<file path="config.mk">
export PLATFORM = sky130hd
export DESIGN_NAME = xsleena_io_ctrl_gen
export DESIGN_NICKNAME = d
export VERILOG_FILES = /design/src/rtl/xsleena_io_ctrl_gen.sv
export SDC_FILE = /design/constraint.sdc
export NUM_CORES = 1
export LEC_CHECK = 0
export BUFFER_PORTS_ARGS = -buffer_cell sky130_fd_sc_hd__buf_2
export CORE_MARGIN = 2
export CORE_UTILIZATION = 30
export DETAILED_ROUTE_END_ITERATION = 16
export SLEW_MARGIN = 20
export SYNTH_ARGS = -nofsm -noshare
export SYNTH_HDL_FRONTEND = slang
export SYNTH_SLANG_ARGS = --single-unit
</file>
<file path="constraint.sdc">
create_clock -name clk -period 2.5 [get_ports clk]
set_clock_uncertainty 0.05 [all_clocks]
set_input_delay 0.5 -clock clk [delete_from_list [all_inputs] [get_ports clk]]
set_output_delay 0.5 -clock clk [all_outputs]
set_load 0.1 [all_outputs]
</file>
<file path="src/rtl/xsleena_io_ctrl_gen.sv">
// XSleena I/O window decoder: registered port reads, one-clk access strobes,
// flip/priority/bank control registers and debounced, queued coin-counter drivers.
//
// coin FSM state | meaning
// ST_IDLE        | counter released, waiting for a pending coin
// ST_ON          | counter driven for CNT_ON clk
// ST_OFF         | counter released for CNT_OFF clk before the next coin
module xsleena_io_ctrl_gen #(
  parameter int ABW        = 4,
  parameter int NRD        = 6,
  parameter int NCOIN      = 2,
  parameter int COIN_PORT  = 1,
  parameter int COIN_LSB   = 6,
  parameter int DEB_CYC    = 1024,
  parameter int CNT_ON     = 65536,
  parameter int CNT_OFF    = 65536,
  parameter int PEND_W     = 3,
  parameter int REG_P1P2_A = 13,
  parameter int REG_PRI_A  = 15
) (
  input  logic                 clk,
  input  logic                 RSTn,
  input  logic [ABW-1:0]       AB,
  input  logic                 IOn,
  input  logic                 RW,
  input  logic [7:0]           DB_in,
  output logic [7:0]           DB_out,
  input  logic [NRD*8-1:0]     RD_PORTS,
  input  logic [NCOIN-1:0]     COIN_INn,
  output logic [(2**ABW)-1:0]  RD_PULSE,
  output logic [(2**ABW)-1:0]  WR_PULSE,
  output logic [NCOIN-1:0]     COIN_CNT,
  output logic                 P1_P2n,
  output logic                 P1_P2,
  output logic [2:0]           PRI,
  output logic                 BSL
);

  localparam int NREG = 2**ABW;
  localparam int TMAX = (CNT_ON > CNT_OFF) ? CNT_ON : CNT_OFF;
  localparam int TW   = (TMAX > 1) ? $clog2(TMAX) : 1;
  localparam int DW   = (DEB_CYC > 1) ? $clog2(DEB_CYC) : 1;

  typedef enum logic [1:0] {ST_IDLE, ST_ON, ST_OFF} coin_st_t;

  logic             acc, acc_d, rd, first;
  logic [7:0]       rd_byte;
  logic [NCOIN-1:0] coin_deb;

  assign acc   = ~IOn;
  assign rd    = acc & RW;
  assign first = acc & ~acc_d;

  always_comb begin
    rd_byte = 8'hFF;
    for (int k = 0; k < NRD; k++) begin
      if (AB == ABW'(k)) begin
        rd_byte = RD_PORTS[8*k +: 8];
        if (k == COIN_PORT) rd_byte[COIN_LSB +: NCOIN] = coin_deb;
      end
    end
  end

  always_ff @(posedge clk or negedge RSTn) begin
    if (!RSTn) begin
      acc_d    <= 1'b0;
      DB_out   <= 8'hFF;
      RD_PULSE <= '0;
      WR_PULSE <= '0;
      P1_P2n   <= 1'b0;
      PRI      <= 3'd0;
      BSL      <= 1'b0;
    end else begin
      acc_d    <= acc;
      DB_out   <= rd ? rd_byte : 8'hFF;
      RD_PULSE <= (first &  RW) ? (NREG'(1) << AB) : '0;
      WR_PULSE <= (first & ~RW) ? (NREG'(1) << AB) : '0;
      if (first && !RW) begin
        if (AB == ABW'(REG_P1P2_A)) P1_P2n <= DB_in[0];
        if (AB == ABW'(REG_PRI_A)) {BSL, PRI} <= DB_in[3:0];
      end
    end
  end

  assign P1_P2 = ~P1_P2n;

  for (genvar i = 0; i < NCOIN; i++) begin : g_coin
    logic              s1, s2, deb, press, take;
    logic [DW-1:0]     deb_cnt;
    logic [PEND_W-1:0] pend;
    logic [TW-1:0]     tmr, tmr_nxt;
    coin_st_t          st, st_nxt;

    always_ff @(posedge clk or negedge RSTn) begin
      if (!RSTn) begin
        s1      <= 1'b1;
        s2      <= 1'b1;
        deb     <= 1'b1;
        deb_cnt <= '0;
      end else begin
        s1 <= COIN_INn[i];
        s2 <= s1;
        if (s2 == deb) begin
          deb_cnt <= '0;
        end else if (deb_cnt == DW'(DEB_CYC-1)) begin
          deb     <= s2;
          deb_cnt <= '0;
        end else begin
          deb_cnt <= deb_cnt + DW'(1);
        end
      end
    end

    // a press is the accepted 1->0 transition of the debounced level
    assign press = deb & ~s2 & (deb_cnt == DW'(DEB_CYC-1));

    always_comb begin
      st_nxt  = st;
      tmr_nxt = tmr;
      take    = 1'b0;
      case (st)
        ST_IDLE: if (pend != '0) begin
          st_nxt  = ST_ON;
          tmr_nxt = TW'(CNT_ON-1);
          take    = 1'b1;
        end
        ST_ON: if (tmr == '0) begin
          st_nxt  = ST_OFF;
          tmr_nxt = TW'(CNT_OFF-1);
        end else begin
          tmr_nxt = tmr - TW'(1);
        end
        ST_OFF: if (tmr == '0) st_nxt = ST_IDLE;
                else tmr_nxt = tmr - TW'(1);
        default: st_nxt = ST_IDLE;
      endcase
    end

    always_ff @(posedge clk or negedge RSTn) begin
      if (!RSTn) begin
        st   <= ST_IDLE;
        tmr  <= '0;
        pend <= '0;
      end else begin
        st  <= st_nxt;
        tmr <= tmr_nxt;
        // simultaneous press and take cancel; saturated presses are dropped
        if (press && !take && pend != '1) pend <= pend + PEND_W'(1);
        else if (take && !press)          pend <= pend - PEND_W'(1);
      end
    end

    assign COIN_CNT[i] = (st == ST_ON);
    assign coin_deb[i] = deb;
  end

endmodule

</file>
# Word-level counts from Yosys, hierarchy flattened
# Cells that the tools add are included.
# word_totals
regBits	114
# op_classes
n_reduce_logical	31
shifts	1
n_addsub	8
eq_ne	25
bitwise_logic	16
n_mux	37
# op_table
operator	n
$mux W16	8
$pmux W16 S3	2
$mux W8	7
$mux W10	4
$logic_not A16 Y1	2
$sub A16 B1 Y16 const B	2
$add A10 B1 Y10 const B	2
$eq A10 B10 Y1 const B	2
$shl A1 B4 Y16 const A	1
$mux W2	6
$mux W3	4
$ne A2 B2 Y1 const B	6
$pmux W2 S3	2
$reduce_and A3 Y1	4
$reduce_bool A3 Y1	4
$and A1 B1 Y1	8
$eq A4 B2 Y1 const B	2
$eq A4 B3 Y1 const B	2
$eq A4 B4 Y1 const B	2
$not A1 Y1	8
$reduce_and A2 Y1	4
$logic_and A1 B1 Y1	7
$add A3 B1 Y3 const B	2
$ne A3 B3 Y1 const B	2
other kinds (11)	25

# Longest topological paths before layout
# Gate-level depths: netlist (run 1).
# depth
depth_word	8
depth_mapped	11

# Worst setup path before layout (run 1)
# No wires, ideal clock.
# synth_timing
path_type	flip-flop to flip-flop
start	reg g_coin[0].deb
end	reg g_coin[0].pend[2]
period_less_slack_ns	2.723
n_path_buf	1
required_time_ns	2.329
t_arrival_ns	2.552
path_stages_with_launch	10
setup_time_ns	0.121
setup_slack_ns	-0.223
path_cell_list	dfstp_2 ha_1 nand4_1 nor3_1 clkbuf_1 nand2b_1 fa_1 or3b_2 o311a_1 o22a_1
# synth_between
elab_chain_cells	5
elab_cells_between_ends	8
classes_between	1 x mux; 2 x bitwise; 5 x reduce/logical
# synth_lines
element	line	rtl
from (decl)	88	logic s1, s2, deb, press, take;
from (signal assigned)	98	deb <= 1'b1;
from (signal assigned)	106	deb <= s2;
$and A1 B1 Y1 (*) (2 in series)	115	assign press = deb & ~s2 & (deb_cnt == DW'(DEB_CYC-1));
$logic_and A1 B1 Y1 or $logic_not A1 Y1 (tied branches)	148, 149	
$logic_and A1 B1 Y1, on equally long branches	148, 149	
$mux W3 or $reduce_bool A2 Y1 (tied branches)	--	
to (signal assigned)	148	if (press && !take && pend != '1) pend <= pend + PEND_W'(1);
to (signal assigned)	149	else if (take && !press) pend <= pend - PEND_W'(1);
to (decl)	90	logic [PEND_W-1:0] pend;
# Every way passes the cells marked *; elsewhere a longest branch is shown, timed or not.
# A chain may end at the register's enable or synchronous reset.

# Worst setup path in the final report (run 1)
# Ends and elaborated chain as after synthesis.

==> flow_summary.toml, run 1 <==
[routing]
firstDrtPassIters = 5
routed_wl_microns = 14400
routedWlPerCell_microns = 14.1
drtIter0Drc = 349
ant_nets = 0
via_count = 5034
via_per_inst = 4.92
drc_errors = 0

[cells_and_area]
num_antenna_cells = 0
areaGrowthSynthToFinish_pct = 25.9
nets = 829
drive_above_1_share_pct = 28.9
nFillCells = 1973
layoutNonFillerInstCount = 1024
seqCellArea_sq_mm = 0.00287
multi_input_area_sq_mm = 0.00294

[worst_setup_path]
critPathBufInv = 0
cp_cell_sequence = "ha_4 -> nand4_1 -> nor3_4 -> nand2b_4 -> fa_2 -> or3b_4 -> o311a_1 -> o22a_1"
cp_max_fo = 3
required_ns = 2.76
critical_path_class = "reg2reg"
cp_top_family = "simple AND/OR/NAND/NOR gates"
start_kind = "flop"
crit_arrival_ns = 2.62
critPathMaxStageDelay_ns = 0.56
crit_path_end_kind = "flop"
cpMaxStageDelayCell = "dfstp_2"
ff2ff_setup_slack_ns = 0.14

[cts]
cts_hold_buf = 0
cts_buffers = 17
cts-root-buf = "clkbuf_16"
cts_tree = "done"
htreeDepth = 4
clock_latency_ns = 0.43
cts_sinks = 114
cts.path.max_buffers = 2
post_cts_buffers = 0
clkTransAtPathRegs_ns = 0.06

[floorplanning]
fp.dieW_microns = 146
initial_core_util_pct = 30.7
ioPinCount = 114
coreArea_sq_mm = 0.0196
rows = 51
chipHeight_microns = 146
dieArea_sq_mm = 0.0212

[timing]
rsz0062_at_grt = "no"
final.setup.tns_ns = 0
drv_slew = 0
finalHoldViolCount = 0
fin_crit_sh_pct = 94.5
min_period_ns = 2.36
max_freq_mhz = 423
worst_pin_slew_ns = 0.617
slew_headroom_pct = 58.9
setup_viol = 0

[placed_design]
hpwlAfterDp_microns = 10500
io_buffers = 107
place_congestion = 0.787
numPlacedInstances = 992

[synth]
yosysUniqueCellTypes = 64
yosys_warnings = 0
synth_area_leaders = "dfrtp_1, dfstp_2, nor2_1"
syn-cell-area_sq_mm = 0.00601
ys.flop_type = "dfrtp_1"
synth_commonest_cells = "dfrtp_1, nor2_1, nand2_1, o21ai_0, clkbuf_1"
synth-async-reset-ratio_pct = 100
syn_area_per_cell_sq_um = 9.56
synth_area_leader_cell = "dfrtp_1"
synth-edff-count = 0
synth_seq_cells = 114
synth.top_cell.area_share_pct = 41.6
synth_fp_nets = 712
yosysSeqAreaShare_pct = 47.7
syn_inst = 629
post-synth-top-count-cell = "dfrtp_1"

[global_routing]
grt_pass1_vias = 4886
grt_max_degree = 47
grt.overflow.total = 0
track_usage_pct = 14.3
grt_pass1_wl_microns = 24200
antenna_found_initial = 0

[flow_run]
cap_violations = 0

[min_path]
min_path_type = "in2async"

[run_status]
status = "finished clean"

[power_and_ir_drop]
leakage_nw = 3.53
p_per_area_mw_per_mm2 = 615
power_mw = 4.66
ir_drop_mv = 0.498
## path summary, 6_finish.rpt
path,start,to,depth (start not counted)
max in group asynchronous,RSTn,g_coin[1].s2,2
min in group clk,COIN_INn[1],g_coin[1].s1,1
worst max register to register,g_coin[0].deb,g_coin[0].pend[2],8
worst min-delay path,RSTn,g_coin[0].tmr[13],1
worst min register to register,g_coin[0].s1,g_coin[0].s2,0
worst max-delay path,g_coin[0].deb,g_coin[0].pend[2],8
## per-stage QoR
step / utilization, % / setup slack [ns] / instance area (sq um) / hold WS, ns
6_report: 38.7 / 0.137 / 7570 / 0.0443
5_1_grt: 38.7 / 0.00222 / 7570 / 0.0895
3_5_place_dp: 35.6 / 0.0571 / 6970 / 0.297
2_1_floorplan: - / 0.0125 / 6040 / 0.154
4_1_cts: 38.5 / 0.0437 / 7550 / 0.0629
3_3_place_gp: 35.6 / 0.0914 / 6970 / 0.296
## what timing repair did
item                                    in CTS  in global routing
resized for setup                            0                  4
hold endpoints to repair                     0                  0
endpoints found under the setup margin       0                  2
## power breakdown
group / total, mW / switching, mW / internal [mW]
clock: 2.35 / 0.921 / 1.43
sequential: 1.90 / 0.0168 / 1.88
combinational: 0.410 / 0.296 / 0.114
total: 4.66 / 1.23 / 3.43
## state kept, by name, indices dropped and copies added (netlist names)
name            cells
BSL                 1
DB_out              8
P1_P2n              1
PRI                 3
RD_PULSE           16
WR_PULSE           16
acc_d               1
g_coin.deb          2
g_coin.deb_cnt     20
g_coin.pend         6
g_coin.s1           2
g_coin.s2           2
g_coin.st           4
g_coin.tmr         32
## logic make-up after synthesis
family | Yosys count | synth area share (%)
AOI/OAI and AO/OA | 163 | 18.8
xor gates and xnor gates | 15 | 2.18
adders and majority gates | 17 | 3.79
buffers and inverters | 57 | 4.12
DFF | 114 | 47.7
muxes | 17 | 3.74
and+or+nand+nor | 246 | 19.7
## per-layer routing
layer / vias to the layer above / GRT usage, % / part of all wire [%]
met5: - / 0 / 0
met4: 0 / 5.25 / 2.2
met3: 20 / 4.23 / 4.7
met2: 130 / 22.5 / 46
met1: 2378 / 18.6 / 47
li1: 2506 / - / -
## area by class of cell
| type | instances | area share [%] |
|---|---|---|
| multi-input cells | 458 | 38.8 |
| flip-flops and latches | 114 | 37.9 |
| repair buffers | 135 | 10.2 |
| clock buffers | 19 | 5.98 |
| well taps | 265 | 4.38 |
| clock inverters | 13 | 1.69 |
| inverters | 20 | 0.991 |
## cell usage in the layout (no fill, tap or decap), types with 4 or more instances in the layout
cell,instances
buf_2,106
dfrtp_1,100
nor2_1,87
nand2_1,53
o21ai_0,40
buf_4,27
a21oi_1,25
nand3_1,21
inv_1,20
o22a_1,20
nor3_1,18
clkbuf_16,17
a31oi_1,16
dfstp_2,14
mux2_2,14
ha_1,13
a22o_1,12
xor2_1,9
nand2b_1,8
nor2b_1,8
o22ai_1,8
nand4_1,7
or3_1,7
xnor2_1,6
nor4_1,6
clkinvlp_4,5
and3_1,4
or2_2,4
o21a_1,4
o31ai_1,4
No activity file was read; power rests on OpenSTA's default activity.
==> run 2: changes to the inputs <==
--- a/config.mk
+++ b/config.mk
@@ -6,9 +6,12 @@
 export NUM_CORES = 1
 export LEC_CHECK = 0
 export BUFFER_PORTS_ARGS = -buffer_cell sky130_fd_sc_hd__buf_2
+export CELL_PAD_IN_SITES_DETAIL_PLACEMENT = 0
+export CELL_PAD_IN_SITES_GLOBAL_PLACEMENT = 1
 export CORE_MARGIN = 2
 export CORE_UTILIZATION = 30
 export DETAILED_ROUTE_END_ITERATION = 16
+export PLACE_DENSITY_LB_ADDON = 0.1
 export SLEW_MARGIN = 20
 export SYNTH_ARGS = -nofsm -noshare
 export SYNTH_HDL_FRONTEND = slang
==> flow_summary.toml, run 2 (synthesis gave the netlist of run 1 again) <==
[routing]
drc_errors = 0
ant_nets = 0
routedWlPerCell_microns = 15.4
via_per_inst = 4.98
drtIter0Drc = 250
via_count = 5117
routed_wl_microns = 15900
firstDrtPassIters = 4

[cts]
cts_buffers = 17
cts-root-buf = "clkbuf_16"
cts.path.max_buffers = 2
cts_tree = "done"
cts_sinks = 114
clkTransAtPathRegs_ns = 0.06
htreeDepth = 4
clock_latency_ns = 0.41

[worst_setup_path]
crit_path_end_kind = "flop"
cp_max_fo = 3
required_ns = 2.75
critPathBufInv = 0
cp_top_family = "simple AND/OR/NAND/NOR gates"
crit_arrival_ns = 2.68
critical_path_class = "reg2reg"
critPathMaxStageDelay_ns = 0.54
start_kind = "flop"
cp_cell_sequence = "ha_1 -> nand4_1 -> nor3_4 -> nand2b_4 -> fa_2 -> or3b_4 -> o311a_1 -> o22a_1"
cpMaxStageDelayCell = "dfstp_2"

[cells_and_area]
final_common_cell = "buf_2"
nets = 833
reg_top3 = "g_coin.tmr (32), g_coin.deb_cnt (20)"
nFillCells = 2010
regMostFlops = "g_coin.tmr"
largest_reg_flops = 32
num_antenna_cells = 0
fin_util_pct = 39.0
areaGrowthSynthToFinish_pct = 27.0
layout_common_cells = "buf_2, dfrtp_1, nor2_1"
drive_above_1_share_pct = 29.0

[global_routing]
grt_pass1_vias = 5185
grt_use_met1_pct = 20.2
grt_busiest_layer = "met2"
track_usage_pct = 15.5
grt.overflow.total = 0
grt_use_met2_pct = 25.1
antenna_found_initial = 0
grtUsageMet3_pct = 4.29
grt_max_degree = 41
grt_pass1_wl_microns = 26500

[floorplanning]
coreArea_sq_mm = 0.0196
chipHeight_microns = 146
initial_core_util_pct = 30.7
ioPinCount = 114
dieArea_sq_mm = 0.0212
rows = 51
fp.dieW_microns = 146

[run_status]
status = "finished clean"

[power_and_ir_drop]
leakage_nw = 3.58
ir_drop_mv = 0.449
p_per_area_mw_per_mm2 = 638

[timing]
final.setup.tns_ns = 0
slew_headroom_pct = 65.3
fin_crit_sh_pct = 97.5
min_period_ns = 2.44
finalHoldViolCount = 0
hold_ws_ns = 0.137
max_freq_mhz = 410
drv_slew = 0
setup_viol = 0
worst_pin_slew_ns = 0.516

[flow_run]
cap_violations = 0

[placed_design]
io_buffers = 107
place_congestion = 0.817
hpwlAfterDp_microns = 11600

[min_path]
min_path_type = "in2reg"
==> run 2: layout make-up <==
class,count,area [sq um],area share [%]
Clock inverter,13,175,2.29
Inverter,20,75.1,0.983
Clock buffer,19,453,5.93
Multi-Input combinational cell,458,2930,38.3
Timing Repair Buffer,139,806,10.5
Tap cell,265,332,4.34
Sequential cell,114,2870,37.6
==> run 2: what timing repair did <==
action / 4_1_cts / 5_1_grt
hold buffers: 1 / 0
setup endpoints to repair: 0 / 1
resized for setup: 0 / 2
setup buffers: 0 / 1
endpoints found under the hold margin: 15 / 0
==> run 2: worst register-to-register path, cell delays in order (launching register included) <==
cell and delay, ns:
dfstp_2 0.54, ha_1 0.17, nand4_1 0.17, nor3_4 0.22, nand2b_4 0.07, fa_2 0.36, or3b_4 0.41, o311a_1 0.13
o22a_1 0.20
==> run 2: worst paths after layout <==
path                       slack (ns)                 to  cells after the start          start
max                              0.06  g_coin[0].pend[2]                      8  g_coin[0].deb
min                              0.14       g_coin[0].s1                      1    COIN_INn[0]
max reg2reg                      0.06  g_coin[0].pend[2]                      8  g_coin[0].deb
min reg2reg                      0.31       g_coin[1].s2                      0   g_coin[1].s1
max in group asynchronous        1.18    g_coin[1].st[1]                      3           RSTn
min in group asynchronous        0.46   g_coin[0].tmr[9]                      2           RSTn
==> run 2: routing by layer <==
layer  part of all wire (%)  routed length (microns)  vias to the layer above
met1                     46                     7250                     2468
met2                     47                     7450                      125
met5                      0                        0                        -
met3                    6.1                      972                       10
met4                    1.1                      178                        0
li1                       -                        -                     2514
==> run 2: power breakdown <==
part / total, mW / internal (mW) / switching (mW)
combinational: 0.416 / 0.116 / 0.300
sequential: 1.90 / 1.88 / 0.0172
clock: 2.56 / 1.64 / 0.924
==> run 2: metrics by stage <==
step | area (sq um) | power, mW | setup slack [ns] | instances
floorplan | 6040 | 2.20 | 0.0125 | 629
global placement | 6990 | 2.35 | 0.0572 | 994
detailed placement | 6990 | 2.35 | 0.0288 | 994
CTS | 7620 | 4.96 | 0.0106 | 1027
global route | 7640 | 5.08 | -0.00890 | 1028
finish | 7640 | 4.88 | 0.0626 | 1028
==> run 3: changes to the inputs <==
--- a/config.mk
+++ b/config.mk
@@ -11,7 +11,7 @@
 export CORE_MARGIN = 2
 export CORE_UTILIZATION = 30
 export DETAILED_ROUTE_END_ITERATION = 16
-export PLACE_DENSITY_LB_ADDON = 0.1
+export PLACE_DENSITY_LB_ADDON = 0.05
 export SLEW_MARGIN = 20
 export SYNTH_ARGS = -nofsm -noshare
 export SYNTH_HDL_FRONTEND = slang
==> flow_summary.toml, run 3 (synthesis gave the netlist of run 1 again) <==
[timing]
max_freq_mhz = 415
min_period_ns = 2.41
worst_pin_slew_ns = 0.656
slew_headroom_pct = 55.9
rsz0062_at_grt = "yes"
drv_slew = 0
fin_crit_sh_pct = 96.4
finalHoldViolCount = 0
setup_viol = 0

[cells_and_area]
fin_area_sq_mm = 0.00766
final_common_cell = "buf_2"
layout_common_cells = "buf_2, dfrtp_1, nor2_1"
areaGrowthSynthToFinish_pct = 27.3
drive_above_1_share_pct = 28.9
largest_reg_flops = 32
num_antenna_cells = 0
regMostFlops = "g_coin.tmr"
reg_top3 = "g_coin.tmr (32), g_coin.deb_cnt (20)"
nets = 832

[power_and_ir_drop]
ir_drop_mv = 0.403
pwr-share-seq_pct = 38.3
p_int_mw = 3.81
p_per_area_mw_per_mm2 = 648
power_mw = 4.96
power_frac_comb_pct = 8.3
p_sw_share_pct = 23.3
clockPowerShare_pct = 53.4
netSwitchingPower_mw = 1.16
leakage_nw = 3.59

[worst_setup_path]
cp_cell_sequence = "ha_4 -> nand4_1 -> nor3_4 -> nand2b_4 -> fa_2 -> or3b_4 -> o311a_1 -> o22a_1"
cp_max_fo = 3
crit_arrival_ns = 2.66
cpMaxStageDelayCell = "dfstp_2"
crit_path_end_kind = "flop"
start_kind = "flop"
critical_path_class = "reg2reg"
required_ns = 2.75
critPathMaxStageDelay_ns = 0.56

[cts]
clock_latency_ns = 0.41
htreeDepth = 4
cts_buffers = 17
cts_tree = "done"
cts.path.max_buffers = 2
cts_sinks = 114
cts_hold_buf = 0
cts-root-buf = "clkbuf_16"
clkTransAtPathRegs_ns = 0.06

[routing]
firstDrtPassIters = 4
drtIter0Drc = 220
routed_wl_microns = 16000
via_per_inst = 5.01
drc_errors = 0
ant_nets = 0
via_count = 5150
routedWlPerCell_microns = 15.6

[floorplanning]
coreArea_sq_mm = 0.0196
initial_core_util_pct = 30.7
chipHeight_microns = 146
fp.dieW_microns = 146
ioPinCount = 114
dieArea_sq_mm = 0.0212
rows = 51

[min_path]
min_path_type = "in2async"

[placed_design]
place_congestion = 0.797
place_area_sq_mm = 0.00699
io_buffers = 107
hpwlAfterDp_microns = 11600

[global_routing]
antenna_found_initial = 0
track_usage_pct = 15.9
grt_max_degree = 49
grt.overflow.total = 0
grt_pass1_wl_microns = 27000
grt_pass1_vias = 5354

[flow_run]
cap_violations = 0

[run_status]
status = "finished clean"
## run 3: power by group through the flow
stage / registers [mW] / logic, mW / clock network, mW
4_1_cts: 1.90 / 0.419 / 2.74
2_1_floorplan: 2.07 / 0.132 / 0
3_5_place_dp: 1.93 / 0.418 / 0
3_3_place_gp: 1.93 / 0.415 / 0
6_report: 1.90 / 0.410 / 2.65
5_1_grt: 1.90 / 0.445 / 2.83
## run 3: final timing paths
kind,from,to,slack (ns),cells past startpoint
worst max register to register,g_coin[0].deb,g_coin[0].pend[2],0.09,8
worst max-delay path,g_coin[0].deb,g_coin[0].pend[2],0.09,8
max in group asynchronous,RSTn,g_coin[1].deb,1.67,2
min in group clk,COIN_INn[1],g_coin[1].s1,0.14,1
worst min-delay path,RSTn,g_coin[0].tmr[14],0.01,1
worst min register to register,g_coin[1].s1,g_coin[1].s2,0.31,0
## run 3: critical path: cells and delay by family, from the launching register on
family | cells | cell delay (ns)
AND/OR/NAND/NOR | 4 | 0.87
flip-flops | 1 | 0.56
adder cells (fa/ha/maj) | 2 | 0.47
AO/OA/AOI/OAI | 2 | 0.32
## run 3: area by class of cell
class / instances / area, sq um
fill: 2028 / 11900
multi-input combinational: 458 / 2940
sequential: 114 / 2870
timing repair buffer: 138 / 796
clock buffer: 21 / 460
tap: 265 / 332
clock inverter: 11 / 183
inverter: 20 / 75.1
## run 3: per-stage QoR
step	TNS [ns]	std cells	util, %	worst slack, ns	hold slack, ns
final	0	1027	39.1	0.0909	0.0144
after global routing	-0.0257	1027	39.1	-0.0257	0.0421
after CTS	0	1026	38.9	0.0408	0.0280
after detailed placement	0	994	35.7	0.0139	0.301
after global placement	0	994	35.7	0.0281	0.296
after floorplan	0	629	-	0.0125	0.154
## run 3: timing repair
item                                    in CTS  in global routing
setup buffers                                0                  1
endpoints found under the setup margin       1                  2
resized for setup                            0                  4
pin swaps                                    1                  4
endpoints found under the hold margin        0                  0
## run 3: layer usage
metal	wire (microns)	up-vias	global-route usage, %
met3	941	12	5.45
met2	7450	126	25.2
met1	7540	2509	20.8
met5	0	-	0
met4	115	0	4.26
li1	-	2503	-
